===== config.mk =====
export PLATFORM = sky130hd
export DESIGN_NAME = header_parser
export DESIGN_NICKNAME = d
export VERILOG_FILES = /design/src/rtl/header_parser.sv
export SDC_FILE = /design/constraint.sdc
export NUM_CORES = 1
export LEC_CHECK = 0
export ABC_CLOCK_PERIOD_IN_PS = 3160
export CAP_MARGIN = 10
export CORE_ASPECT_RATIO = 0.75
export CORE_MARGIN = 1
export CORE_UTILIZATION = 43
export CTS_BUF_LIST = sky130_fd_sc_hd__clkbuf_8
export DETAILED_ROUTE_END_ITERATION = 16
export PLACE_DENSITY = 0.82
export REMOVE_ABC_BUFFERS = 1
export SLEW_MARGIN = 40
export SYNTH_ARGS = -nofsm -noshare
export SYNTH_HDL_FRONTEND = slang
export SYNTH_SLANG_ARGS = --single-unit

===== constraint.sdc =====
create_clock -name i_clock -period 3.16 [get_ports i_clock]
set_input_delay 0.474 -clock i_clock [delete_from_list [all_inputs] [get_ports i_clock]]
set_output_delay 0.474 -clock i_clock [all_outputs]
set_load 0.02 [all_outputs]

===== src/rtl/header_parser.sv =====
// header_parser: forwards packet words with a 1-cycle delay, tagging each with its
// Ethernet frame word index and whether it carries UDP payload.
module header_parser #(
  parameter int DWIDTH     = 64,
  parameter int CTRL_WIDTH = DWIDTH / 8
) (
  input  logic                  i_clock,
  input  logic                  i_reset,
  input  logic [DWIDTH-1:0]     in_data,
  input  logic [CTRL_WIDTH-1:0] in_ctrl,
  input  logic                  in_wr,
  output logic                  in_rdy,
  output logic [DWIDTH-1:0]     out_data,
  output logic [CTRL_WIDTH-1:0] out_ctrl,
  output logic                  out_wr,
  input  logic                  out_rdy,
  output logic [15:0]           data_count,
  output logic                  o_inside_payload
);
  typedef enum logic [1:0] {IDLE, HDR, PAYLOAD} state_t;
  state_t                  state_q, state_d;
  logic [15:0]             cnt_q, cnt_d, cnt_inc;
  logic                    pay_q, pay_d, wr_q, xfer, eop;
  logic [DWIDTH-1:0]       data_q;
  logic [CTRL_WIDTH-1:0]   ctrl_q;
  assign in_rdy           = out_rdy;
  assign xfer             = in_wr & out_rdy;
  assign eop              = |in_ctrl;
  assign out_data         = data_q;
  assign out_ctrl         = ctrl_q;
  assign out_wr           = wr_q;
  assign data_count       = cnt_q;
  assign o_inside_payload = pay_q;
  // The count register doubles as the output tag, so it freezes whenever nothing transfers.
  always_comb begin
    state_d = state_q;
    cnt_d   = cnt_q;
    pay_d   = pay_q;
    cnt_inc = (&cnt_q) ? cnt_q : cnt_q + 16'd1;
    if (xfer) begin
      if (state_q == IDLE) begin
        cnt_d   = '0;
        pay_d   = 1'b0;
        state_d = eop ? IDLE : HDR;
      end else begin
        cnt_d   = cnt_inc;
        pay_d   = eop ? (state_q == PAYLOAD) : (cnt_inc >= 16'd5);
        state_d = eop ? IDLE : ((cnt_inc >= 16'd5) ? PAYLOAD : HDR);
      end
    end
  end
  always_ff @(posedge i_clock) begin
    if (i_reset) begin
      state_q <= IDLE;
      cnt_q   <= '0;
      pay_q   <= 1'b0;
      wr_q    <= 1'b0;
      data_q  <= '0;
      ctrl_q  <= '0;
    end else begin
      state_q <= state_d;
      cnt_q   <= cnt_d;
      pay_q   <= pay_d;
      wr_q    <= xfer;
      if (xfer) begin
        data_q <= in_data;
        ctrl_q <= in_ctrl;
      end
    end
  end
endmodule


==> metrics.txt <==
Rel. slew slack around 45%; Core Footprint ~8500 um^2; Die Span Y 83.43 um; via count 3991; Hold EP out_data[26]$_SDFFE_PP0P_; worst reg2reg endpoint o_inside_payload$_SDFFE_PP0P_; root buffer cell clkbuf_8; final setup violating endpoints 0; crit-path max FO 9; Startpoint Class flop; mapped cell area 3801 um^2; die footprint just over 9000 um^2; CTS resizes 0; area grow syn2layout 50.13%; Hold WC Path Type reg -> reg; # diodes 0; placed cell count between 700 and 800; Pleak between 1.5 and 2 nW; crit path DAT roughly 2.8 ns; number of hold buffers added after cts 0; Worst R2R Start data_count[0]$_SDFFE_PP0P_; Synth Flop Type dfxtp_1; Place WS between 0.6 and 0.7 ns; Post-Layout Cell Count approximately 750; Final Util 66.93%; Layout fillers between 700 and 800; number of global-route vias before repair ~3.6k; sequential share of the synthesized area between 40% and 50%; postcts setup bufs 0; DPL Wire Length around 7700 um; Final #Nets 717; Worst-Margin Slew between 0.8 and 0.9 ns; Post-synth EDFFs 0; total wire length between 10000 and 15000 um; I/O Buffers between 150 and 200; Clock transition at path regs 0.09 ns; outcome finished, final reports clean; Die Wd 110.6 um; max cap viols 0; syn_area_per_cell just under 8 um^2; drt wl/cell roughly 15 um; Overflow after GRT 0; ratio of cells with drive above 1 in the final layout under 10%; cells after synthesis 493; antenna-violating nets left 0; Yosys warnings 0; Slew Limit Fails 0; 1st-pass router iterations 5; 1st-iter DRT viols 273; via/cell ratio approximately 5.3; setup tns final 0 ns; Hold Startpoint out_data[26]$_SDFFE_PP0P_; Final WS setup between 0.6 and 0.7 ns; drt drc 0; CTS tree yes; largest net degree at the start of global routing 81; RSZ-0062 raised after global routing false; clock skew roughly 0.0090 ns; io pins approximately 170; Crit Path Category reg -> reg; GP Congestion a little under 0.9; Num CTS Buffers 9; clk_lat worst skew about 0.37 ns; Worst setup EP type flop; FF+latch count, synth 92; hold depth 2; Rows 29; initial antenna violation count 0; Hold Vio Cnt, Final 0; first-pass GRT wire length around 18000 um; FFs w/ async S/R, synth 0%; fmax around 390 MHz; R2R depth 7; R2R Setup Slk 0.61 ns; fin crit share approximately four fifths; TritonCTS Sinks about 90; Tmin final approximately 2.5 ns; Starting Density between 40 and 50%; CP required roughly 3.4 ns; Max VDD drop ~270 uV; P per Cell Area between 400 and 500 nW/um^2; H-tree levels 3; Max clock buf depth 2; post-synth cell types 48; overall routing resource usage approximately a quarter
[power by group]
part | switching [W] | leakage (nW) | internal [W]
Sequential | 0.0000206 | 0.750 | 0.00120
Clock | 0.000434 | 0.0991 | 0.000393
Combinational | 0.000166 | 1.12 | 0.000180
Total | 0.000620 | 1.97 | 0.00177
[flip-flops by register name, indices dropped and copies added, names as in the netlist]
| name | flops |
|---|---|
| data_count | 16 |
| o_inside_payload | 1 |
| out_ctrl | 8 |
| out_data | 64 |
| out_wr | 1 |
| state_q | 2 |
[per-stage QoR]
step           power, W  hold slack (ns)  cell area (um^2)
6_report       0.002394           0.4569              5707
5_1_grt        0.002500           0.4781              5707
4_1_cts        0.002418           0.4587              5707
3_5_place_dp   0.001596           0.4461              5498
3_3_place_gp   0.001589           0.4402              5498
2_1_floorplan  0.001371           0.5284              3650
[synthesized netlist by cell type, drive strengths merged, types with 2 or more instances]
master    n  area [um^2]
and2      2        12.51
and3      6        37.54
dfxtp    92         1842
nand3     9        50.05
nand2   154        580.6
a211oi    3        27.52
or4       4        30.03
or2       2        12.51
clkbuf   21        78.83
a22oi     3        22.52
nor3      8        50.05
buf      16        72.57
a311oi    5        43.79
nand4     8        62.56
o21ai    15        75.07
nor2     22        82.58
a31oi     2        12.51
a21oi    88        440.4
mux2i     5        50.05
inv       4        15.01
o21a      3        22.52
a21o      2        15.01
nor4      3        25.02
[metal layers]
metal | share of wire [%] | global-route usage, % | up-vias
met5 | 0 | 0 | -
met4 | 0.63 | 4.364 | 0
met3 | 7.5 | 8.175 | 6
met2 | 48 | 39.70 | 171
met1 | 44 | 30.74 | 1836
li1 | - | - | 1978
[cells in the final DEF, fill, tap and decap left out, types with 2 or more instances in the layout]
master,count
nor3_1,6
a311oi_1,5
nor4_1,2
a22oi_1,3
nand4_1,6
clkinvlp_4,2
inv_1,4
clkbuf_8,10
dfxtp_1,92
nand3_1,8
and3_1,6
a21o_1,2
nor3_2,2
nand2_1,152
a211oi_1,2
o21ai_0,12
clkdlybuf4s50_1,165
buf_4,7
clkinv_4,2
o21ai_1,3
nand4_2,2
nor2_1,22
o21a_1,3
a31oi_1,2
a21oi_1,88
or2_1,2
nand2_2,2
or4_1,4
mux2i_1,5
[final cells by class]
class | count | area, um^2 | area share (%)
multi-input cells | 360 | 1797 | 31.48
well taps | 108 | 135.1 | 2.368
inverters | 4 | 15.01 | 0.2631
flip-flops and latches | 92 | 1842 | 32.27
clock buffers | 10 | 137.6 | 2.412
repair buffers | 173 | 1709 | 29.95
clock inverters | 6 | 71.32 | 1.250
[worst max-delay path: stages (launching register included)]
cell	delay (ns)
dfxtp_1	0.48
ha_1	0.35
nand4_1	0.19
nor4_2	0.43
mux2i_1	0.23
nand4_1	0.16
or2_1	0.26
o32a_1	0.33
[kinds of logic (layout without fill, tap and decap cells)]
family                     Yosys count  in the layout  synth area share [%]
and+or+nand+nor                    224            224                 26.07
xor gates and xnor gates             1              1                0.2305
buffers and inverters               41            193                 4.378
DFF                                 92             92                 48.45
muxes                                6              6                 1.613
AOI/OAI and AO/OA                  128            128                 18.93
adders and majority gates            1              1                0.3291
[worst max path at each step]
stage	endpoint	cells past startpoint	from	slack [ns]
after detailed placement	o_inside_payload$_SDFFE_PP0P_	5	in_ctrl[7]	0.61
after floorplan	data_count[2]$_SDFFE_PP0P_	5	out_rdy	-0.33
after global placement	o_inside_payload$_SDFFE_PP0P_	5	in_ctrl[3]	0.69
final	o_inside_payload$_SDFFE_PP0P_	7	data_count[0]$_SDFFE_PP0P_	0.61
after global routing	o_inside_payload$_SDFFE_PP0P_	7	data_count[0]$_SDFFE_PP0P_	0.46
after CTS	o_inside_payload$_SDFFE_PP0P_	7	data_count[0]$_SDFFE_PP0P_	0.64
Note: power is estimated with default switching activity, not from simulation.
